## config.mk

```make
export PLATFORM = sky130hd
export DESIGN_NAME = retime_token_sink
export DESIGN_NICKNAME = d
export VERILOG_FILES = /design/src/rtl/retime_token_sink.sv
export SDC_FILE = /design/constraint.sdc
export NUM_CORES = 1
export LEC_CHECK = 0
export ABC_CLOCK_PERIOD_IN_PS = 6400
export CAP_MARGIN = 0
export CORE_MARGIN = 2
export CORE_UTILIZATION = 60
export CTS_CLUSTER_SIZE = 20
export DETAILED_ROUTE_END_ITERATION = 12
export DONT_BUFFER_PORTS = 1
export PLACE_DENSITY = 0.76
export SETUP_SLACK_MARGIN = 0.1
export SYNTH_ARGS = -nofsm -noshare
export SYNTH_HDL_FRONTEND = slang
export SYNTH_SLANG_ARGS = --single-unit
```

## constraint.sdc

```tcl
create_clock -name clk -period 6.4 [get_ports clk]
set_input_delay 1.28 -clock clk [delete_from_list [all_inputs] [get_ports clk]]
set_output_delay 1.28 -clock clk [all_outputs]
set_load 0.02 [all_outputs]
```

## src/rtl/retime_token_sink.sv

```systemverilog
// Elastic receive FIFO behind a retiming token stage.
// Registered Nack with hysteresis, slack reservation and sticky overflow.
module retime_token_sink #(
    parameter int WIDTH_DATA = 32,
    parameter int DEPTH      = 8,
    parameter int NACK_SLACK = 2
) (
    input  logic                    clk,
    input  logic                    rst_n,
    input  logic                    I_Valid,
    input  logic [WIDTH_DATA-1:0]   I_Data,
    output logic                    O_Nack,
    output logic                    O_Valid,
    output logic [WIDTH_DATA-1:0]   O_Data,
    input  logic                    I_Ready,
    output logic [$clog2(DEPTH):0]  O_Count,
    output logic                    O_Empty,
    output logic                    O_Full,
    output logic                    O_Overflow,
    input  logic                    I_ClrErr
);

    localparam int AW = $clog2(DEPTH);
    localparam int HI = DEPTH - NACK_SLACK;
    localparam int LO = HI - 2;
    localparam logic [AW:0] C_HI = (AW+1)'(HI);
    localparam logic [AW:0] C_LO = (AW+1)'(LO);

    typedef enum logic {
        S_ACCEPT,
        S_HOLD
    } state_t;

    logic [WIDTH_DATA-1:0] r_mem [DEPTH];
    logic [AW:0]           r_wp;
    logic [AW:0]           r_rp;
    state_t                r_state;
    logic                  r_nack;
    logic                  r_ovf;

    logic [AW:0]           w_count;
    logic [AW:0]           w_count_next;
    logic                  w_empty;
    logic                  w_full;
    logic                  w_wr;
    logic                  w_rd;
    state_t                w_state_next;

    assign w_count = r_wp - r_rp;
    assign w_empty = (r_wp == r_rp);
    assign w_full  = (r_wp[AW-1:0] == r_rp[AW-1:0]) &&
                     (r_wp[AW] != r_rp[AW]);
    assign w_wr    = I_Valid & ~w_full;
    assign w_rd    = ~w_empty & I_Ready;
    assign w_count_next = w_count + (AW+1)'(w_wr) - (AW+1)'(w_rd);

    // Storage is deliberately not reset; only pointers define contents.
    always_ff @(posedge clk) begin
        if (w_wr) begin
            r_mem[r_wp[AW-1:0]] <= I_Data;
        end
    end

    always_ff @(posedge clk or negedge rst_n) begin
        if (!rst_n) begin
            r_wp <= '0;
            r_rp <= '0;
        end else begin
            if (w_wr) begin
                r_wp <= r_wp + 1'b1;
            end
            if (w_rd) begin
                r_rp <= r_rp + 1'b1;
            end
        end
    end

    always_comb begin
        w_state_next = r_state;
        unique case (r_state)
            S_ACCEPT: if (w_count_next >= C_HI) w_state_next = S_HOLD;
            S_HOLD:   if (w_count_next <= C_LO) w_state_next = S_ACCEPT;
            default:  w_state_next = S_ACCEPT;
        endcase
    end

    // Nack is registered from the next state so it tracks the same edge.
    always_ff @(posedge clk or negedge rst_n) begin
        if (!rst_n) begin
            r_state <= S_ACCEPT;
            r_nack  <= 1'b0;
        end else begin
            r_state <= w_state_next;
            r_nack  <= (w_state_next == S_HOLD);
        end
    end

    always_ff @(posedge clk or negedge rst_n) begin
        if (!rst_n) begin
            r_ovf <= 1'b0;
        end else if (I_Valid & w_full) begin
            r_ovf <= 1'b1;
        end else if (I_ClrErr) begin
            r_ovf <= 1'b0;
        end
    end

    assign O_Nack     = r_nack;
    assign O_Valid    = ~w_empty;
    assign O_Data     = r_mem[r_rp[AW-1:0]];
    assign O_Count    = w_count;
    assign O_Empty    = w_empty;
    assign O_Full     = w_full;
    assign O_Overflow = r_ovf;

endmodule

```

==> results_dict.tcl <==
set metrics [dict create \
    die_x_um 135 \
    p_seq_frac 0.412 \
    antenna_cells 0 \
    drtIter0Drc 359 \
    cts_hold_buffers 0 \
    root_buffer "clkbuf_16" \
    fmax_ghz 0.238 \
    synth_area_leaders "edfxtp_1 (74%), mux4_2 (14%), nand2_1 (3.7%)" \
    p_total_uw 5750 \
    post_cts_buffers 0 \
    synth_edf_count 256 \
    ys_ff_latch 266 \
    place.gp.congestion 0.714 \
    nets 592 \
    cp_slowest_cell "buf_4" \
    r2r_setup_slack_ns 2.92 \
    rsz0062_at_grt "false" \
    min_period_over_period 0.657 \
    reg2reg_depth 11 \
    end_kind "primary output" \
    post-place-cells 741 \
    pin_count 78 \
    multiInputGateArea_mm2 0.00232 \
    cp_max_fo 45 \
    grt_usage 0.219 \
    internal_power_uw 3790 \
    grt-ovfl-total 0 \
    htree_num_levels 1 \
    vias_per_cell 6.11 \
    grt_pass1_wl_um 29400 \
    tns_ns 0 \
    cts.sinks 266 \
    wl_um 19300 \
    synth.most_common_cell "edfxtp_1" \
    clockBufferDepth 3 \
    reg2reg_to "O_Nack$_DFF_PN0_" \
    fin_crit_ns 4.20 \
    num_vias 4806 \
    portBuffers 0 \
    critical-path-max-stage-delay_ns 0.77 \
    maxCapViolations 0 \
    hold_path.class "input port to async pin" \
    clkTransAtPathRegs_ns 0.06 \
    cp.arrival_ns 2.92 \
    die-height_um 135 \
    synth_warnings 0 \
    synth_top_cell_by_area "edfxtp_1" \
    antenna_left 0 \
    insertion_delay_ns 0.52 \
    synth_area_mm2 0.0104 \
    cp-start-kind "flip-flop" \
    grt_start_max_net_pins 67 \
    tightest_slew_ns 0.934 \
    relSlewSlack 0.378 \
    fillers 1045 \
    stdcell_count 787 \
    fp.coreArea_mm2 0.0171 \
    critPathRequiredTime_ns 5.12 \
    antenna_found_initial 0 \
    seq_area_mm2 0.00794 \
    place_hpwl_um 10700 \
    p_leak_uw 0.00385 \
    switchingPower_uw 1960 \
    synthArstFlopShare 0.0376 \
    drive_above_1_share 0.228 \
    syn_nets 569 \
    path_class "flip-flop to primary output" \
    synth_cell_types 32 \
    synth_cells 521 \
    timing.rr.start "r_rp[0]$_DFFE_PN0P_" \
    postSynthAreaPerCell_um2 19.9 \
    cts_tree "yes" \
    synth_common_cells "edfxtp_1 (256), nand2_1 (103), mux4_2 (64)" \
    cp_common_cell "nand2_1" \
    seq_area_frac_synth 0.765 \
    firstDrtPassIters 5 \
    hold_viol 0 \
    setup_viol 0 \
    grt_pass1_vias 5002 \
    area_growth_pct 11.1 \
    final_max_slew_viol_count 0 \
    outcome "completed" \
    power.share.switching 0.341 \
    synth_ff_type "edfxtp_1" \
    initial_core_util 0.606 \
    cts_made_buffers 26 \
    vdd_drop_max_v 0.000365 \
    num_rows 48 \
    finClkSkew_ns 0.0171 \
    clkPwrFrac 0.248 \
    yosys.area.top_type_share 0.741 \
    cts_resized 0 \
    power.density_mw_per_mm2 499 \
    power_frac_comb 0.341 \
    die_area_mm2 0.0184 \
    drc 0 \
    cp_cell_sequence "buf_4, mux4_2, nand2_1, nand2_1" \
    post_drt_wl_per_cell_um 24.6 \
    whs_ns 0.446 \
]
==> power groups by stage <==
stage                     Combinational [µW]  Sequential [µW]  Clock (µW)
final                                   1960             2370        1420
after global routing                    2140             2390        1510
after CTS                               2000             2370        1450
after detailed placement                1990             2400           0
after global placement                  1940             2380           0
after floorplan                         1630             2330           0
==> cell families after synthesis <==
family,synth area share
flops,0.765
simple gates,0.0487
mux,0.140
buf+inv,0.0153
compound gates,0.00688
fa+ha+maj,0.0147
xor+xnor,0.00905
==> worst max path at each step <==
stage,from,end,depth (start not counted)
after floorplan,r_rp[2]$_DFFE_PN0P_,r_mem[0][0]$_DFFE_PP_,8
after global placement,r_rp[0]$_DFFE_PN0P_,O_Data[1],4
after detailed placement,r_rp[0]$_DFFE_PN0P_,O_Data[22],4
after CTS,r_rp[0]$_DFFE_PN0P_,O_Data[18],4
after global routing,r_rp[0]$_DFFE_PN0P_,O_Data[18],4
final,r_rp[0]$_DFFE_PN0P_,O_Data[18],4
==> critical path: cells and delay by family (launching register included) <==
family	cells	cell delay [ns]
buf+inv	1	0.77
simple gates	2	0.28
flops	1	0.72
mux	1	0.61
==> area by class of cell <==
type                    count  share of cell area
clock inverters             5             0.00217
clock buffers              41              0.0676
well taps                 225              0.0244
flip-flops and latches    266               0.689
inverters                  13             0.00424
repair buffers             17              0.0111
multi-input cells         220               0.201
==> metal layers <==
layer	share of wire	routed length (µm)	GRT usage	vias up
met5	0	0	0	-
met4	0.024	455	0.0561	0
met3	0.071	1370	0.0527	39
met2	0.52	10100	0.379	181
met1	0.38	7440	0.283	2493
li1	-	-	-	2093
==> state kept, by name, indices dropped and copies added (netlist names) <==
| name | count |
|---|---|
| r_wp | 4 |
| r_rp | 4 |
| O_Nack | 1 |
| r_mem | 256 |
| O_Overflow | 1 |
==> cells in the final DEF (no fill, tap or decap), types with 2 or more instances in the layout <==
| cell | n |
|---|---|
| and2_1 | 2 |
| dfrtp_1 | 8 |
| buf_4 | 17 |
| nand2b_1 | 2 |
| a21oi_1 | 4 |
| o21ai_0 | 2 |
| clkbuf_8 | 5 |
| clkinv_1 | 4 |
| fa_1 | 2 |
| xnor2_1 | 6 |
| nor3_2 | 4 |
| nand3_1 | 3 |
| mux4_2 | 64 |
| and3_1 | 2 |
| edfxtp_1 | 256 |
| xor2_2 | 2 |
| nand2_1 | 103 |
| nor2_4 | 2 |
| nand4_1 | 2 |
| inv_1 | 12 |
| clkbuf_1 | 9 |
| clkbuf_16 | 27 |
| ha_1 | 9 |
==> metrics by stage <==
step | utilization | cell area, µm² | worst slack (ns)
after floorplan | - | 10400 | 0.970
after global placement | 0.626 | 10700 | 2.67
after detailed placement | 0.626 | 10700 | 2.65
after CTS | 0.673 | 11500 | 2.08
after global routing | 0.673 | 11500 | 1.94
final | 0.673 | 11500 | 2.20
(Power assumes the default switching activity.)
